--- src/rtl/fetch_sequencer_pkg.sv ---
// Shared types and constants for the instruction fetch sequencer:
// FSM states, branch opcodes, condition codes and CPSR flag positions.
package fetch_sequencer_pkg;

   typedef enum logic [2:0] {
      IDLE,
      REQ,
      WAIT,
      COND,
      HOLD
   } state_t;

   localparam logic [6:0] BR_UNCOND = 7'b1100000;
   localparam logic [6:0] BR_COND   = 7'b1100001;

   localparam logic [3:0] CC_EQ = 4'b0001;
   localparam logic [3:0] CC_NE = 4'b0000;
   localparam logic [3:0] CC_CS = 4'b0010;
   localparam logic [3:0] CC_CC = 4'b0011;
   localparam logic [3:0] CC_MI = 4'b0100;
   localparam logic [3:0] CC_PL = 4'b0101;
   localparam logic [3:0] CC_VS = 4'b0110;
   localparam logic [3:0] CC_VC = 4'b0111;
   localparam logic [3:0] CC_HI = 4'b1000;
   localparam logic [3:0] CC_LS = 4'b1001;
   localparam logic [3:0] CC_GE = 4'b1010;
   localparam logic [3:0] CC_LT = 4'b1011;
   localparam logic [3:0] CC_GT = 4'b1100;
   localparam logic [3:0] CC_LE = 4'b1101;
   localparam logic [3:0] CC_AL = 4'b1110;
   localparam logic [3:0] CC_NV = 4'b1111;

   localparam int unsigned FLAG_N = 3;
   localparam int unsigned FLAG_C = 2;
   localparam int unsigned FLAG_Z = 1;
   localparam int unsigned FLAG_V = 0;

   // PC-relative target, wrapping modulo 2^32.
   function automatic logic [31:0] branch_target(input logic [31:0] pc,
                                                 input logic [15:0] imm);
      return pc + {{16{imm[15]}}, imm};
   endfunction

endpackage

--- src/rtl/fetch_sequencer_if.sv ---
// Memory, flag and delivery signals of the fetch sequencer; master is the
// sequencer side, slave the surrounding memory/pipeline side.
interface fetch_sequencer_if;
   logic        imem_req;
   logic [31:0] imem_addr;
   logic        imem_ready;
   logic [31:0] imem_rdata;
   logic [3:0]  flags;
   logic        flags_valid;
   logic        stall;
   logic        instr_valid;
   logic [31:0] instr;
   logic [31:0] instr_pc;

   modport master (
      output imem_req, imem_addr, instr_valid, instr, instr_pc,
      input  imem_ready, imem_rdata, flags, flags_valid, stall
   );

   modport slave (
      input  imem_req, imem_addr, instr_valid, instr, instr_pc,
      output imem_ready, imem_rdata, flags, flags_valid, stall
   );
endinterface

--- src/rtl/fetch_sequencer_cond_eval.sv ---
// Combinational branch-condition evaluator over the N/C/Z/V flags.
module cond_eval
   import fetch_sequencer_pkg::*;
(
   input  logic [3:0] cond,
   input  logic [3:0] flags,
   output logic       taken
);

   logic n, c, z, v;

   always_comb begin
      n     = flags[FLAG_N];
      c     = flags[FLAG_C];
      z     = flags[FLAG_Z];
      v     = flags[FLAG_V];
      taken = 1'b0;
      case (cond)
         CC_EQ: taken = z;
         CC_NE: taken = !z;
         CC_CS: taken = c;
         CC_CC: taken = !c;
         CC_MI: taken = n;
         CC_PL: taken = !n;
         CC_VS: taken = v;
         CC_VC: taken = !v;
         CC_HI: taken = c && !z;
         CC_LS: taken = !(c && !z);
         CC_GE: taken = (n == v);
         CC_LT: taken = (n != v);
         CC_GT: taken = !z && (n == v);
         CC_LE: taken = !(!z && (n == v));
         CC_AL: taken = 1'b1;
         CC_NV: taken = 1'b0;
      endcase
   end

endmodule

--- src/rtl/fetch_sequencer.sv ---
// Single-outstanding instruction fetch sequencer with same-cycle unconditional
// branches and flag-gated conditional branches.
module fetch_sequencer
   import fetch_sequencer_pkg::*;
(
   input  logic              clk,
   input  logic              reset,
   fetch_sequencer_if.master bus
);

   state_t      state, state_next;
   logic [31:0] fetch_pc;
   logic [31:0] instr_q;
   logic [31:0] instr_pc_q;
   logic        instr_valid_q;
   logic        req;
   logic        fire;
   logic        blocked;
   logic        taken;
   logic [6:0]  rd_op;

   assign rd_op   = bus.imem_rdata[31:25];
   assign blocked = instr_valid_q && bus.stall;
   assign fire    = req && bus.imem_ready;

   cond_eval u_cond_eval (
      .cond  (instr_q[28:25]),
      .flags (bus.flags),
      .taken (taken)
   );

   always_ff @(posedge clk or posedge reset) begin
      if (reset) state <= IDLE;
      else       state <= state_next;
   end

   // A held instruction withdraws any request in flight; it is reissued from HOLD.
   always_comb begin
      state_next = state;
      case (state)
         IDLE: state_next = REQ;
         REQ, WAIT: begin
            if (blocked)              state_next = HOLD;
            else if (bus.imem_ready)  state_next = (rd_op == BR_COND) ? COND : REQ;
            else                      state_next = WAIT;
         end
         COND: if (bus.flags_valid) state_next = REQ;
         HOLD: if (!bus.stall)      state_next = REQ;
         default: state_next = IDLE;
      endcase
   end

   always_comb begin
      req             = ((state == REQ) || (state == WAIT)) && !blocked;
      bus.imem_req    = req;
      bus.imem_addr   = fetch_pc;
      bus.instr       = instr_q;
      bus.instr_pc    = instr_pc_q;
      bus.instr_valid = instr_valid_q;
   end

   always_ff @(posedge clk or posedge reset) begin
      if (reset) begin
         fetch_pc      <= '0;
         instr_q       <= '0;
         instr_pc_q    <= '0;
         instr_valid_q <= 1'b0;
      end else if (fire) begin
         instr_q       <= bus.imem_rdata;
         instr_pc_q    <= fetch_pc;
         instr_valid_q <= 1'b1;
         fetch_pc      <= (rd_op == BR_UNCOND) ? branch_target(fetch_pc, bus.imem_rdata[15:0])
                                               : fetch_pc + 32'd4;
      end else begin
         if (instr_valid_q && !bus.stall) instr_valid_q <= 1'b0;
         if ((state == COND) && bus.flags_valid)
            fetch_pc <= taken ? branch_target(instr_pc_q, instr_q[15:0])
                              : instr_pc_q + 32'd4;
      end
   end

endmodule

--- src/flat_wrapper.sv ---
// flat-port wrapper written by rule: the top's interface ports become plain ports
module fetch_sequencer_flat import fetch_sequencer_pkg::*;
  (clk, reset, bus_imem_req, bus_imem_addr, bus_instr_valid, bus_instr, bus_instr_pc, bus_imem_ready, bus_imem_rdata, bus_flags, bus_flags_valid, bus_stall);
  fetch_sequencer_if bus_i ();
  input  logic clk;
  input  logic reset;
  output wire logic [$bits(bus_i.imem_req)-1:0] bus_imem_req;
  output wire logic [$bits(bus_i.imem_addr)-1:0] bus_imem_addr;
  output wire logic [$bits(bus_i.instr_valid)-1:0] bus_instr_valid;
  output wire logic [$bits(bus_i.instr)-1:0] bus_instr;
  output wire logic [$bits(bus_i.instr_pc)-1:0] bus_instr_pc;
  input wire logic [$bits(bus_i.imem_ready)-1:0] bus_imem_ready;
  input wire logic [$bits(bus_i.imem_rdata)-1:0] bus_imem_rdata;
  input wire logic [$bits(bus_i.flags)-1:0] bus_flags;
  input wire logic [$bits(bus_i.flags_valid)-1:0] bus_flags_valid;
  input wire logic [$bits(bus_i.stall)-1:0] bus_stall;
  assign bus_imem_req = bus_i.imem_req;
  assign bus_imem_addr = bus_i.imem_addr;
  assign bus_instr_valid = bus_i.instr_valid;
  assign bus_instr = bus_i.instr;
  assign bus_instr_pc = bus_i.instr_pc;
  assign bus_i.imem_ready = bus_imem_ready;
  assign bus_i.imem_rdata = bus_imem_rdata;
  assign bus_i.flags = bus_flags;
  assign bus_i.flags_valid = bus_flags_valid;
  assign bus_i.stall = bus_stall;
  fetch_sequencer u_core (.clk(clk), .reset(reset), .bus(bus_i));
endmodule
--- config.mk ---
export PLATFORM = sky130hd
export DESIGN_NAME = fetch_sequencer_flat
export DESIGN_NICKNAME = d
export VERILOG_FILES = /design/src/rtl/fetch_sequencer_pkg.sv /design/src/rtl/fetch_sequencer_if.sv /design/src/rtl/fetch_sequencer_cond_eval.sv /design/src/rtl/fetch_sequencer.sv /design/src/flat_wrapper.sv
export SDC_FILE = /design/constraint.sdc
export NUM_CORES = 1
export LEC_CHECK = 0
export ABC_AREA = 0
export CAP_MARGIN = 20
export CORE_MARGIN = 8
export CORE_UTILIZATION = 45
export CTS_CLUSTER_DIAMETER = 120
export DETAILED_ROUTE_END_ITERATION = 10
export PLACE_DENSITY_LB_ADDON = 0.05
export SYNTH_ARGS = -nofsm -noshare
export SYNTH_HDL_FRONTEND = slang
export SYNTH_SLANG_ARGS = --single-unit
--- constraint.sdc ---
create_clock -name clk -period 9.5 [get_ports clk]
set_clock_uncertainty 0.2 [all_clocks]
set_input_delay 1.425 -clock clk [delete_from_list [all_inputs] [get_ports clk]]
set_output_delay 1.425 -clock clk [all_outputs]
set_load 0.02 [all_outputs]
# After elaboration in Yosys (flattened, before gate mapping)
# Cells that the tools add are included.
[word_totals] reg_bits=100 inputBits=41 out_inout_bits=98 wordCells=69
[op_classes] addsub=4 n_eq_ne=25 muxes=13 reduce_logical=22
[ops] op="32-bit two-way mux" count=4
[ops] op="32-bit by 3-bit adder with 32-bit output (second input constant)" count=2
[ops] op="32-bit adder" count=2
[ops] op="4-bit equality test (second input constant)" count=8
[ops] op="4-bit by 3-bit equality test with 1-bit output (second input constant)" count=4
[ops] op="1-bit one-hot mux with 16 select lines" count=1
[ops] op="7-bit equality test (second input constant)" count=2
[ops] op="3-bit two-way mux" count=4
[ops] op="3-bit one-hot mux with 4 select lines" count=1
[ops] op="4-bit by 2-bit equality test with 1-bit output (second input constant)" count=2
[ops] op="1-bit zero test" count=8
[ops] op="1-bit logical AND" count=7
[ops] op="3-bit by 2-bit equality test with 1-bit output (second input constant)" count=2
[ops] op="4-bit by 1-bit equality test with 1-bit output (second input constant)" count=1
[ops] op="4-bit zero test" count=1
[ops] op="2-bit inequality test (second input constant)" count=2
[ops] op="2-bit nonzero test" count=2
[ops] op="3-bit by 1-bit equality test with 1-bit output (second input constant)" count=1
[ops] op="3-bit equality test (second input constant)" count=1
[ops] op="3-bit zero test" count=1
[ops] op="1-bit two-way mux" count=2
[ops] op="2-bit two-way mux" count=1
[ops] op="2-bit AND reduction" count=1
[ops] op="2-bit OR reduction" count=1
[ops] op="3 further kinds" count=3

# Logic depth before layout (Yosys ltp)
[depth] depth_word=7 ltp_mapped=12 depth_no_buf=12

# By module
# From an unflattened synthesis, not the netlist that was laid out.
[unflattened] hier_cells=1130 area_unflattened_um2=8792.2
[by_module_without_submodules] mod="fetch_sequencer" n_inst=1 cells_per_inst=1112 area_per_inst_um2=8665.8
[by_module_without_submodules] mod="cond_eval" n_inst=1 cells_per_inst=18 area_per_inst_um2=126.4

# Worst setup path after synthesis
# No wires, ideal clock.
[synth_path] path_kind="input to register" startpoint="input bus_imem_rdata[12]" endpoint="register u_core.fetch_pc[31], in the netlist u_core.bus.imem_addr[31]" setup_time_ps=69 arrival_time_ps=3725 required_time_ps=9231 setup_slack_ps=5506 path_stages=11 n_path_buf=1 path_cell_list="ha_1 -> buf_4 -> nand4_1 -> or4_1 -> o21ba_1 -> a21oi_2 -> o41ai_4 -> o41ai_2 -> xor2_1 -> a211o_2 -> nand3_1"
[synth_between] elab_chain_cells=3
[synth_lines] item="from (decl)" line="flat_wrapper.sv:13" rtl="input wire logic [$bits(bus_i.imem_rdata)-1:0] bus_imem_rdata;"
[synth_lines] item="32-bit adder" line="fetch_sequencer_pkg.sv:41" rtl="return pc + {{16{imm[15]}}, imm};"
[synth_lines] item="32-bit two-way mux" line="fetch_sequencer.sv:72" rtl="fetch_pc <= (rd_op == BR_UNCOND) ? branch_target(fetch_pc, bus.imem_rdata[15:0])"
[synth_lines] item="32-bit two-way mux" line="fetch_sequencer.sv:68" rtl="end else if (fire) begin"
[synth_lines] item="to (signal assigned)" line="fetch_sequencer.sv:72"
[synth_lines] item="to (signal assigned)" line="fetch_sequencer.sv:77" rtl="fetch_pc <= taken ? branch_target(instr_pc_q, instr_q[15:0])"
[synth_lines] item="to (decl)" line="fetch_sequencer.sv:12" rtl="logic [31:0] fetch_pc;"
# No other way between the ends.
# A chain may end at the register's enable or synchronous reset.

# Worst setup path after layout
[layout_path] startpoint="input bus_imem_rdata[15]" endpoint="register u_core.fetch_pc[31], in the netlist u_core.bus.imem_addr[31]"
# Same word-level chain as after synthesis.

==> qor.yml <==
cts:
  cts_tree: "done"
  htree_levels: 3
  holdBufCountCts: 0
  clock-root-buffer: "clkbuf_16"
  ctsLongestPathBuffers: 2
  path_clk_slew_ns: 0.07
  clock_latency_ns: 0.36
  ctsResizeCount: 0
  tritoncts.num_buffers: 9
  clkSinkCount: 100
  post_cts_buffers: 0
placed_design:
  place_congestion: 0.8886
  io_buffers: 138
  dp_hpwl_um: 20520
  dp_cells: 1505
sta:
  fmax_mhz: 212.0
  maxSlewHeadroom_pct: 33.20
  final_max_slew_viol_count: 0
  fin_tns_setup_ns: 0
  min_period_ns: 4.717
  period_share_pct: 49.66
  rsz0062_at_grt: "false"
  worst_pin_slew_ns: 1.002
  finalHoldViolCount: 0
  setup_viol: 0
final_layout:
  antenna_cells: 0
  drive_gt1_share_pct: 4.220
  nFillCells: 1913
  layout_common_cells: "nand2_1, clkdlybuf4s50_1, dfrtp_1"
  nNetsFinal: 1358
  final_common_cell: "nand2_1"
  area_growth_pct: 21.18
  instances_no_fill: 1521
power:
  switching_power_mw: 1.912
  p_seq_share_pct: 23.5
  comb_power_share_pct: 65.6
  total_power_mw: 3.814
  powerDensity_nw_per_um2: 356.1
  irDropWorstVdd_uv: 163.9
  power.internal_mw: 1.901
  leakage_nw: 4.770
  power_frac_clock_pct: 10.9
  p_sw_share_pct: 50.14
drt:
  dr_wl_met2_um: 12740
  vias: 8605
  drt-initial-drc-count: 566
  met1_length_um: 12800
  met3WireLength_um: 1747
  viasPerCell: 5.657
  drcViolationCount: 0
  highest-signal-layer: "met4"
  wl_per_cell_um: 18.26
  routed_wl_um: 27780
  firstDrtPassIters: 5
  ant_nets: 0
run_status:
  outcome: "finished, final reports clean"
synth:
  yosysUniqueCellTypes: 81
  synthArstFlopShare_pct: 100.0
  synth-main-ff-cell: "dfrtp_1"
  synth.avg_cell_area_um2: 7.780
  synth_area_um2: 8838
  synth_seq_cells: 100
  yosysWarningCount: 0
  synth_edf_count: 0
  syn_nets: 1243
  ys_seq_area_share_pct: 28.31
  synthCells: 1136
setup_path:
  reg2reg_slack_ns: 5.74
  slowest_delay_ns: 0.86
  critPathRequiredTime_ns: 9.58
  startpoint_type: "primary input"
  critical_path_class: "primary input to register"
  arrival_ns: 4.80
  reg2regPathDepth: 10
  critPathMaxFanout: 18
  end_kind: "register"
  slowest_stage: "clkdlybuf4s50_1"
  crit_chain: "clkdlybuf4s50_1 -> ha_1 -> a21oi_1 -> o21ai_0 -> o21ba_1 -> a21oi_2 -> o41ai_4 -> o41ai_2 -> xor2_1 -> a211o_2 -> nand3_1"
die:
  die_x_um: 156.1
  die_area_um2: 24380
  fp.dieH_um: 156.1
  core-area_um2: 19400
  start_util_pct: 45.56
  rows: 51
  ios: 139
grt:
  grt_pass1_wl_um: 44840
  grt_pass1_vias: 8219
  grt_overflow: 0
  grt_max_degree: 85
  antenna_found_initial: 0
  track_usage_pct: 22.96
min_path:
  hold_depth: 2
  hold_path_class: "register to register"
flow_run:
  cap_violations: 0
-- worst max-delay path, delay by kind of cell --
| kind | cells | cell delay [ns] |
|---|---|---|
| compound gates | 7 | 1.66 |
| buf+inv | 1 | 0.86 |
| fa+ha+maj | 1 | 0.62 |
| xor+xnor | 1 | 0.13 |
| simple gates | 1 | 0.09 |
-- flip-flops by register name (all words and copies together), names as in the netlist --
name / cells
u_core.bus.instr_valid: 1
u_core.bus.imem_addr: 32
u_core.state: 3
u_core.bus.instr_pc: 32
u_core.bus.instr: 32
-- path summary, 6_finish.rpt --
check	endpoint	start
worst min-delay path	u_core.bus.instr[18]$_DFFE_PP0P_	u_core.bus.instr[18]$_DFFE_PP0P_
worst min register to register	u_core.bus.instr[18]$_DFFE_PP0P_	u_core.bus.instr[18]$_DFFE_PP0P_
min in group asynchronous	u_core.bus.instr[0]$_DFFE_PP0P_	reset
max in group asynchronous	u_core.bus.imem_addr[14]$_DFFE_PP0P_	reset
worst max-delay path	u_core.bus.imem_addr[31]$_DFFE_PP0P_	bus_imem_rdata[15]
worst max register to register	u_core.bus.imem_addr[31]$_DFFE_PP0P_	u_core.bus.instr_pc[2]$_DFFE_PP0P_
-- layer usage --
metal  vias to the layer above  track usage (%)
met2                       260            37.52
li1                       4283                -
met4                         0            5.446
met3                        29            4.404
met5                         -                0
met1                      4033            30.70
-- synth_stat cells (all sizes together), types with 9 or more instances --
cell type / instances / area [µm²]
nand2: 256 / 963.4
dfrtp: 100 / 2502
nor2: 85 / 319.1
a21oi: 84 / 424.2
o21ai: 84 / 420.4
ha: 64 / 800.8
xnor2: 64 / 560.5
nand3: 38 / 190.2
xor2: 34 / 297.8
clkbuf: 31 / 176.4
a21o: 28 / 211.5
inv: 23 / 86.33
nand4: 23 / 143.9
and3: 19 / 120.1
nor2b: 14 / 95.09
a211oi: 13 / 97.59
o21bai: 13 / 97.59
nor3: 11 / 55.05
buf: 10 / 58.81
mux2i: 9 / 90.09
o211ai: 9 / 67.56
o22ai: 9 / 56.30
-- power groups by stage --
stage	sequential [mW]	combinational [mW]	clock, mW
detailed placement	0.906	2.49	0
global route	0.936	2.76	0.441
floorplan	1.02	1.56	0
CTS	0.899	2.51	0.426
finish	0.898	2.50	0.416
global placement	0.904	2.47	0
-- kinds of logic (layout without fill, tap and decap cells) --
logic type      Yosys count  count (layout)  synth area share [%]
simple gates            488             488                 24.83
compound gates          309             309                 22.74
flops                   100             100                 28.31
xor+xnor                 98              98                 9.711
fa+ha+maj                66              66                 9.513
buf+inv                  65             185                 3.751
mux                      10              10                 1.147
-- cell type report --
cell class	count	area (µm²)	share of cell area, %
multi-input combinational	971	6021	56.21
sequential	100	2502	23.36
timing repair buffer	146	1441	13.46
tap	265	331.6	3.096
clock buffer	11	242.7	2.266
inverter	23	88.84	0.8294
clock inverter	5	82.58	0.7710
-- through the flow --
step	utilization, %	setup WS (ns)	area, µm²	hold slack [ns]
floorplan	-	5.256	8838	0.3261
detailed placement	53.53	4.472	10390	0.2614
global route	55.21	4.588	10710	0.2984
CTS	55.21	4.826	10710	0.2786
global placement	53.53	4.533	10390	0.2565
finish	55.21	4.783	10710	0.2713
Note: power is estimated with default switching activity, not from simulation.
